$ cat config.mk
export PLATFORM = sky130hd
export DESIGN_NAME = cmplx_mult_pipe
export DESIGN_NICKNAME = d
export VERILOG_FILES = /design/src/rtl/cmplx_pkg.sv /design/src/rtl/cmplx_round_sat.sv /design/src/rtl/cmplx_mult_pipe.sv
export SDC_FILE = /design/constraint.sdc
export NUM_CORES = 2
export LEC_CHECK = 0
export BUFFER_PORTS_ARGS = -buffer_cell sky130_fd_sc_hd__buf_2
export CORE_MARGIN = 1
export CORE_UTILIZATION = 65
export CTS_CLUSTER_SIZE = 24
export DETAILED_ROUTE_END_ITERATION = 12
export GPL_TIMING_DRIVEN = 0
export PLACE_DENSITY = 0.8
export SLEW_MARGIN = 20
export SYNTH_ARGS = -nofsm -noshare
export SYNTH_HDL_FRONTEND = slang
export SYNTH_SLANG_ARGS = --single-unit
$ cat constraint.sdc
create_clock -name clk -period 15.5 [get_ports clk]
set_input_delay 0 -clock clk [delete_from_list [all_inputs] [get_ports clk]]
set_output_delay 0 -clock clk [all_outputs]
set_load 0.02 [all_outputs]
$ cat src/rtl/cmplx_pkg.sv
// cmplx_pkg: default widths, pipeline depth and intermediate-width helpers for cmplx_mult_pipe
package cmplx_pkg;
   localparam int CMULT_DW   = 16;
   localparam int CMULT_TW   = 16;
   localparam int CMULT_OW   = 16;
   localparam int CMULT_TAGW = 8;
   localparam int CMULT_LAT  = 4;
   function automatic int prod_w(input int dw, input int tw);
      return dw + tw + 1;
   endfunction
   function automatic int sum_w(input int dw, input int tw);
      return dw + tw + 2;
   endfunction
endpackage

$ cat src/rtl/cmplx_round_sat.sv
// cmplx_round_sat: round half up, arithmetic shift, then saturate (CMULT_SAT_EN) or wrap to OW bits
module cmplx_round_sat #(
   parameter int IW   = 34,
   parameter int OW   = 16,
   parameter int FRAC = 15
)(
   input  logic signed [IW-1:0] x,
   output logic signed [OW-1:0] y,
   output logic                 ovf
);
   localparam logic signed [IW:0] HALF = (IW+1)'(1) << (FRAC-1);
   logic signed [IW:0] r;
   assign r   = ((IW+1)'(x) + HALF) >>> FRAC;
   assign ovf = ~(&r[IW:OW-1] | ~|r[IW:OW-1]);
`ifdef CMULT_SAT_EN
   assign y = ovf ? (r[IW] ? {1'b1, {(OW-1){1'b0}}} : {1'b0, {(OW-1){1'b1}}}) : r[OW-1:0];
`else
   assign y = r[OW-1:0];
`endif
endmodule

$ cat src/rtl/cmplx_mult_pipe.sv
// cmplx_mult_pipe: 4-stage complex multiplier y = a*b or a*conj(b); CMULT_SAT_EN enables saturation and sat_flag
module cmplx_mult_pipe import cmplx_pkg::*; #(
   parameter int DW   = CMULT_DW,
   parameter int TW   = CMULT_TW,
   parameter int OW   = CMULT_OW,
   parameter int FRAC = TW - 1,
   parameter int TAGW = CMULT_TAGW
)(
   input  logic                   clk,
   input  logic                   rst_n,
   input  logic                   in_valid,
   output logic                   in_ready,
   input  logic signed [DW-1:0]   a_re,
   input  logic signed [DW-1:0]   a_im,
   input  logic signed [TW-1:0]   b_re,
   input  logic signed [TW-1:0]   b_im,
   input  logic                   conj_b,
   input  logic [TAGW-1:0]        in_tag,
   output logic                   out_valid,
   input  logic                   out_ready,
   output logic signed [OW-1:0]   y_re,
   output logic signed [OW-1:0]   y_im,
   output logic [TAGW-1:0]        out_tag,
   output logic                   sat_flag
);
   localparam int PW = prod_w(DW, TW);
   localparam int SW = sum_w(DW, TW);
   logic                 en;
   logic                 v1, v2, v3;
   logic [TAGW-1:0]      t1, t2, t3;
   logic signed [DW-1:0] a1_re, a1_im;
   logic signed [TW:0]   b1_re, b1_im;
   logic signed [PW-1:0] p_rr, p_ii, p_ri, p_ir;
   logic signed [SW-1:0] s_re, s_im;
   logic signed [OW-1:0] r_re, r_im;
   logic                 ovf_re, ovf_im;
   assign en       = !(out_valid && !out_ready);
   assign in_ready = en;
   // b is widened by one bit so negating the most negative twiddle stays exact
   always_ff @(posedge clk or negedge rst_n) begin
      if (!rst_n) begin
         v1 <= 1'b0;
         v2 <= 1'b0;
         v3 <= 1'b0;
         out_valid <= 1'b0;
         t1 <= '0;
         t2 <= '0;
         t3 <= '0;
         out_tag <= '0;
         a1_re <= '0;
         a1_im <= '0;
         b1_re <= '0;
         b1_im <= '0;
         p_rr <= '0;
         p_ii <= '0;
         p_ri <= '0;
         p_ir <= '0;
         s_re <= '0;
         s_im <= '0;
         y_re <= '0;
         y_im <= '0;
      end else if (en) begin
         v1 <= in_valid;
         t1 <= in_tag;
         a1_re <= a_re;
         a1_im <= a_im;
         b1_re <= (TW+1)'(b_re);
         b1_im <= conj_b ? -(TW+1)'(b_im) : (TW+1)'(b_im);
         v2 <= v1;
         t2 <= t1;
         p_rr <= PW'(a1_re) * PW'(b1_re);
         p_ii <= PW'(a1_im) * PW'(b1_im);
         p_ri <= PW'(a1_re) * PW'(b1_im);
         p_ir <= PW'(a1_im) * PW'(b1_re);
         v3 <= v2;
         t3 <= t2;
         s_re <= SW'(p_rr) - SW'(p_ii);
         s_im <= SW'(p_ri) + SW'(p_ir);
         out_valid <= v3;
         out_tag <= t3;
         y_re <= r_re;
         y_im <= r_im;
      end
   end
   cmplx_round_sat #(.IW(SW), .OW(OW), .FRAC(FRAC)) u_rs_re (.x(s_re), .y(r_re), .ovf(ovf_re));
   cmplx_round_sat #(.IW(SW), .OW(OW), .FRAC(FRAC)) u_rs_im (.x(s_im), .y(r_im), .ovf(ovf_im));
`ifdef CMULT_SAT_EN
   always_ff @(posedge clk or negedge rst_n) begin
      if (!rst_n) sat_flag <= 1'b0;
      else if (en && v3 && (ovf_re || ovf_im)) sat_flag <= 1'b1;
   end
`else
   logic unused_ovf;
   assign unused_ovf = ovf_re ^ ovf_im;
   assign sat_flag   = 1'b0;
`endif
endmodule

# --- Word level (Yosys, flattened, before mapping) ---
# Cells that the tools add are included.
op_classes:
  addsub: 5
  n_mul: 4
  mux: 1
  reduce_logical: 3
op_table:
  columns: ["cell", "count"]
  rows:
  - ["31-bit by 16-bit adder with 31-bit output, second input constant", 2]
  - ["16-bit by 16-bit multiplier with 31-bit output", 2]
  - ["16-bit by 17-bit multiplier with 31-bit output", 2]
  - ["31-bit adder", 1]
  - ["31-bit subtractor", 1]
  - ["17-bit two-way mux", 1]
  - ["16-bit negator with 17-bit output", 1]
  - ["1-bit zero test", 2]
  - ["1-bit logical AND", 1]
totals:
  ff_bits: 319
  inputBits: 77
  output_inout_bits: 43
  elab_cells: 33

# --- Longest topological paths before layout ---
depth:
  ltp_word: 3
  mapped_depth: 27
  ltp_nobuf: 25

# --- Cells and area by module ---
# Synthesis repeated with hierarchy kept, for this count alone.
hier_totals:
  hier_cells: 6320
  hier_area_um2: 56614.3
by_module_without_submodules:
  columns: ["module", "n_inst", "cells_each", "area_each_um2", "seq_area_each_um2"]
  rows:
  - ["cmplx_mult_pipe", 1, 6206, 55771.0, 8282.9]
  - ["cmplx_round_sat", 2, 57, 421.7, 0.0]

# --- Worst setup path before layout ---
# Ideal clock, no wire load.
synth_path:
  kind: "register to register"
  from: "register a1_im[15]"
  to: "register p_ir[30]"
  setup_ns: 0.137
  arrival_time_ns: 6.291
  t_required_ns: 15.363
  slack_ns: 9.072
  stages_incl_launch_ff: 24
  n_path_buf: 1
  synth_period_minus_slack_ns: 6.428
  path_cell_list: "dfrtp_1 -> clkbuf_1 -> nand2_1 -> inv_1 -> fa_1 -> inv_1 -> fa_1 -> inv_1 -> fa_1 -> fa_1 -> fa_1 -> inv_1 -> fa_1 -> inv_1 -> ha_1 -> o21ai_0 -> nand2b_1 -> and4_1 -> a22o_1 -> a41o_1 -> or4_1 -> a31oi_1 -> xnor2_1 -> a21oi_1"
synth_between:
  elab_chain_cells: 1
synth_rtl:
  columns: ["item", "line_no", "source"]
  rows:
  - ["start, declared", "cmplx_mult_pipe.sv:31", "logic signed [DW-1:0] a1_re, a1_im;"]
  - ["start signal, assigned", "cmplx_mult_pipe.sv:66", "a1_im <= a_im;"]
  - ["16-bit by 16-bit multiplier with 31-bit output", "cmplx_mult_pipe.sv:74", "p_ir <= PW'(a1_im) * PW'(b1_re);"]
  - ["end signal, assigned", "cmplx_mult_pipe.sv:74", null]
  - ["end, declared", "cmplx_mult_pipe.sv:33", "logic signed [PW-1:0] p_rr, p_ii, p_ri, p_ir;"]
# No other way between the ends.
# A chain may end at the register's enable or synchronous reset.

# --- Worst setup path after layout ---
layout_path:
  from: "register a1_re[13]"
  to: "register p_ri[28]"
layout_between:
  elab_chain_cells: 1
layout_rtl:
  columns: ["item", "line_no", "source"]
  rows:
  - ["start, declared", "cmplx_mult_pipe.sv:31", null]
  - ["start signal, assigned", "cmplx_mult_pipe.sv:65", "a1_re <= a_re;"]
  - ["16-bit by 17-bit multiplier with 31-bit output", "cmplx_mult_pipe.sv:73", "p_ri <= PW'(a1_re) * PW'(b1_im);"]
  - ["end signal, assigned", "cmplx_mult_pipe.sv:73", null]
  - ["end, declared", "cmplx_mult_pipe.sv:33", null]
# No other way between the ends.

==> flow_metrics.env <==
export IMPL_syn_cell_area_um2=52400
export IMPL_critPathKind="register to register"
export IMPL_maxSlewViolCount=0
export IMPL_clkSinkCount=291
export IMPL_cts_buffers=39
export IMPL_grt_pass1_vias=44700
export IMPL_synth_avg_cell_area_um2=9.00
export IMPL_muxShareOfSynthArea_pct=0.122
export IMPL_ys_flop_type="dfrtp_1"
export IMPL_hold_class="primary input to register"
export IMPL_die_h_um=286
export IMPL_via_per_inst=5.98
export IMPL_core_area_um2=79400
export IMPL_syn_instance_count=5824
export IMPL_rows=103
export IMPL_grt_use_total_pct=46.1
export IMPL_drive_gt1_share_pct=3.73
export IMPL_first_iter_violations=4313
export IMPL_synth_area_top_cells="fa_1 (40%), dfrtp_1 (14%), ha_1 (9.1%), inv_1 (8.6%), nand2_1 (7.0%)"
export IMPL_cp_slowest_stage_delay_ns=1.02
export IMPL_io_pins=120
export IMPL_synth_xor_area_share_pct=3.66
export IMPL_hp_start="conj_b"
export IMPL_hpwl_um=147000
export IMPL_yosys_area_share_adder_pct=48.7
export IMPL_start_kind="register"
export IMPL_cts_htree_levels=2
export IMPL_die_w_um=286
export IMPL_wl_per_cell_um=25.4
export IMPL_routed_wl_um=182000
export IMPL_tns_ns=0
export IMPL_synth_top_cell_area_share_pct=39.6
export IMPL_synth_simple_area_share_pct=16.6
export IMPL_clock_latency_ns=0.62
export IMPL_max_cap_violations=0
export IMPL_crit_family="adder cells"
export IMPL_finalCritPeriodShare_pct=57.2
export IMPL_vias=42800
export IMPL_antenna_found_initial=13
export IMPL_finalSetupViolations=0
export IMPL_cp_buffers_inverters=5
export IMPL_worst_r2r_startpoint="a1_re[13]"
export IMPL_crit_chain="clkbuf_1, clkbuf_1, nand2_1, fa_1, fa_1, inv_1, fa_1, fa_1, fa_1, inv_1, fa_1, inv_1, ha_1, nand2_1, a21oi_1, o21a_1, nor4bb_1, a2111oi_0, nor3_1, a21oi_1, o21bai_1, xor2_1, mux2_2"
export IMPL_area_growth_pct=8.10
export IMPL_synth_compound_area_share_pct=6.43
export IMPL_min_period_ns=8.87
export IMPL_grt_first_pass_wirelength_um=273000
export IMPL_maxClockFrequency_mhz=113
export IMPL_cts_tree="yes"
export IMPL_die_area_um2=81800
export IMPL_path_clk_slew_ns=0.06
export IMPL_firstDrtPassIters=6
export IMPL_antenna_left=0
export IMPL_cp_required_ns=16.02
export IMPL_cpMaxStageDelayCell="nor3_1"
export IMPL_root_buffer="clkbuf_16"
export IMPL_hold_viol_final=0
export IMPL_fin_worst_skew_ns=0.0368
export IMPL_nNetsFinal=7557
export IMPL_reg2reg_slack_ns=6.63
export IMPL_max_slew_margin_pct=12.6
export IMPL_worst_ep_arrival_time_ns=9.39
export IMPL_syn_num_nets=7320
export IMPL_cp_common_cell="fa_1"
export IMPL_status="complete, no violations"
export IMPL_overflow=0
export IMPL_rr_worst_depth=23
export IMPL_synth_most_common_cell="inv_1"
export IMPL_cts_post_setup_buffers_inserted=0
export IMPL_r2r_end="p_ri[28]"
export IMPL_async_reset_ff_share_pct=100
export IMPL_holdPathEnd="b1_im[8]"
export IMPL_holdPathStages=4
export IMPL_yosysUniqueCellTypes=74
export IMPL_yosys_register_bits=291
export IMPL_cp_max_fo=10
export IMPL_synth_edf_count=0
export IMPL_synth_largest_area_cell="fa_1"
export IMPL_cp_end_kind="register"
export IMPL_gp_congestion=1.07
export IMPL_drcViolationCount=0
export IMPL_synth_common_cells="inv_1 (1199), fa_1 (1036), nand2_1 (979)"
export IMPL_synth_top_family_by_area="adder cells"
export IMPL_rsz0062_at_grt="false"
export IMPL_cts_buffer_depth=3
export IMPL_yosys_warnings=0
export IMPL_worstMarginPinSlew_ns=1.31
export IMPL_port_buffer_count=118
export IMPL_start_util_pct=66.0
export IMPL_grt_max_degree=98
export IMPL_seq_area_frac_synth_pct=13.9
-- per-stage QoR --
| stage | cells | cell area, um2 | utilization (%) | worst slack, ns | hold slack, ns |
|---|---|---|---|---|---|
| global placement | 6992 | 54300 | 68.4 | 7.13 | 0.199 |
| CTS | 7141 | 56600 | 71.3 | 7.06 | 0.00416 |
| detailed placement | 6995 | 54400 | 68.6 | 7.09 | -0.113 |
| finish | 7154 | 56700 | 71.4 | 6.63 | 0.0146 |
| floorplan | 5824 | 52400 | - | 9.07 | -0.296 |
| global route | 7142 | 56600 | 71.3 | 6.64 | 0.0587 |
-- worst max path at each step --
stage	to	from	cells after the start	slack (ns)
6_report	p_ri[28]	a1_re[13]	23	6.63
5_1_grt	p_ri[28]	b1_im[16]	22	6.64
4_1_cts	p_ri[28]	b1_im[16]	22	7.06
3_5_place_dp	p_ri[28]	b1_im[16]	22	7.09
3_3_place_gp	p_ri[28]	b1_im[16]	19	7.13
2_1_floorplan	p_ir[30]	a1_im[15]	23	9.07
-- worst reg2reg max path, stage by stage, from the launching register on --
cell and delay, ns:
dfrtp_1 0.32, clkbuf_1 0.76, clkbuf_1 0.82, nand2_1 0.20
fa_1 0.56, fa_1 0.60, inv_1 0.09, fa_1 0.52
fa_1 0.45, fa_1 0.52, inv_1 0.06, fa_1 0.48
inv_1 0.06, ha_1 0.36, nand2_1 0.07, a21oi_1 0.19
o21a_1 0.19, nor4bb_1 0.35, a2111oi_0 0.19, nor3_1 1.02
a21oi_1 0.18, o21bai_1 0.21, xor2_1 0.36, mux2_2 0.23
-- sequential cells by signal, summed over array words and instances (netlist names), 8 cells and up --
signal / cells
p_rr: 31
b1_re: 16
p_ii: 31
a1_re: 16
y_im: 16
t3: 8
b1_im: 17
out_tag: 8
p_ri: 31
s_re: 17
t1: 8
s_im: 17
p_ir: 31
y_re: 16
t2: 8
a1_im: 16
-- metal layers --
| metal | vias to the layer above | track usage (%) | share of wire [%] |
|---|---|---|---|
| li1 | 17900 | - | - |
| met1 | 21400 | 56.6 | 34 |
| met2 | 2681 | 66.7 | 42 |
| met3 | 803 | 15.1 | 13 |
| met4 | 8 | 37.5 | 10 |
| met5 | - | 0 | 0.028 |
-- area by class of cell --
class                   instances  area [um2]
plain buffers                 272        1050
inverters                    1200        4500
clock buffers                  47        1060
multi-input cells            4061       39600
diodes                         13        32.5
well taps                    1050        1310
flip-flops and latches        291        7280
fillers                      6229       22700
repair buffers                196        1440
clock inverters                24         395
-- timing repair --
item / in CTS / in global routing
gates resized for setup: 0 / 0
endpoints found under the hold margin: 189 / 0
hold buffers: 75 / 0
-- placed cells by master (no fill, tap or decap), types with 123 or more instances in the layout --
cell and n:
fa_1 1036, xnor2_1 123, inv_1 1199, o21ai_0 167, nand2_1 979, ha_1 383, nor2_1 181, a21oi_1 162
and2_1 495, clkbuf_1 261, dfrtp_1 291
-- logic make-up (layout without fill, tap and decap cells) --
family                     count (synthesis)  after routing
and+or+nand+nor                         1867           1867
AOI/OAI and AO/OA                        549            549
muxes                                      6              6
xor gates and xnor gates                 219            219
DFF                                      291            291
buffers and inverters                   1472           1739
adders and majority gates               1419           1419
other                                      1             14
Power is not shown: default switching activity piles up to over one toggle a cycle in this logic, so the estimate is an artifact.
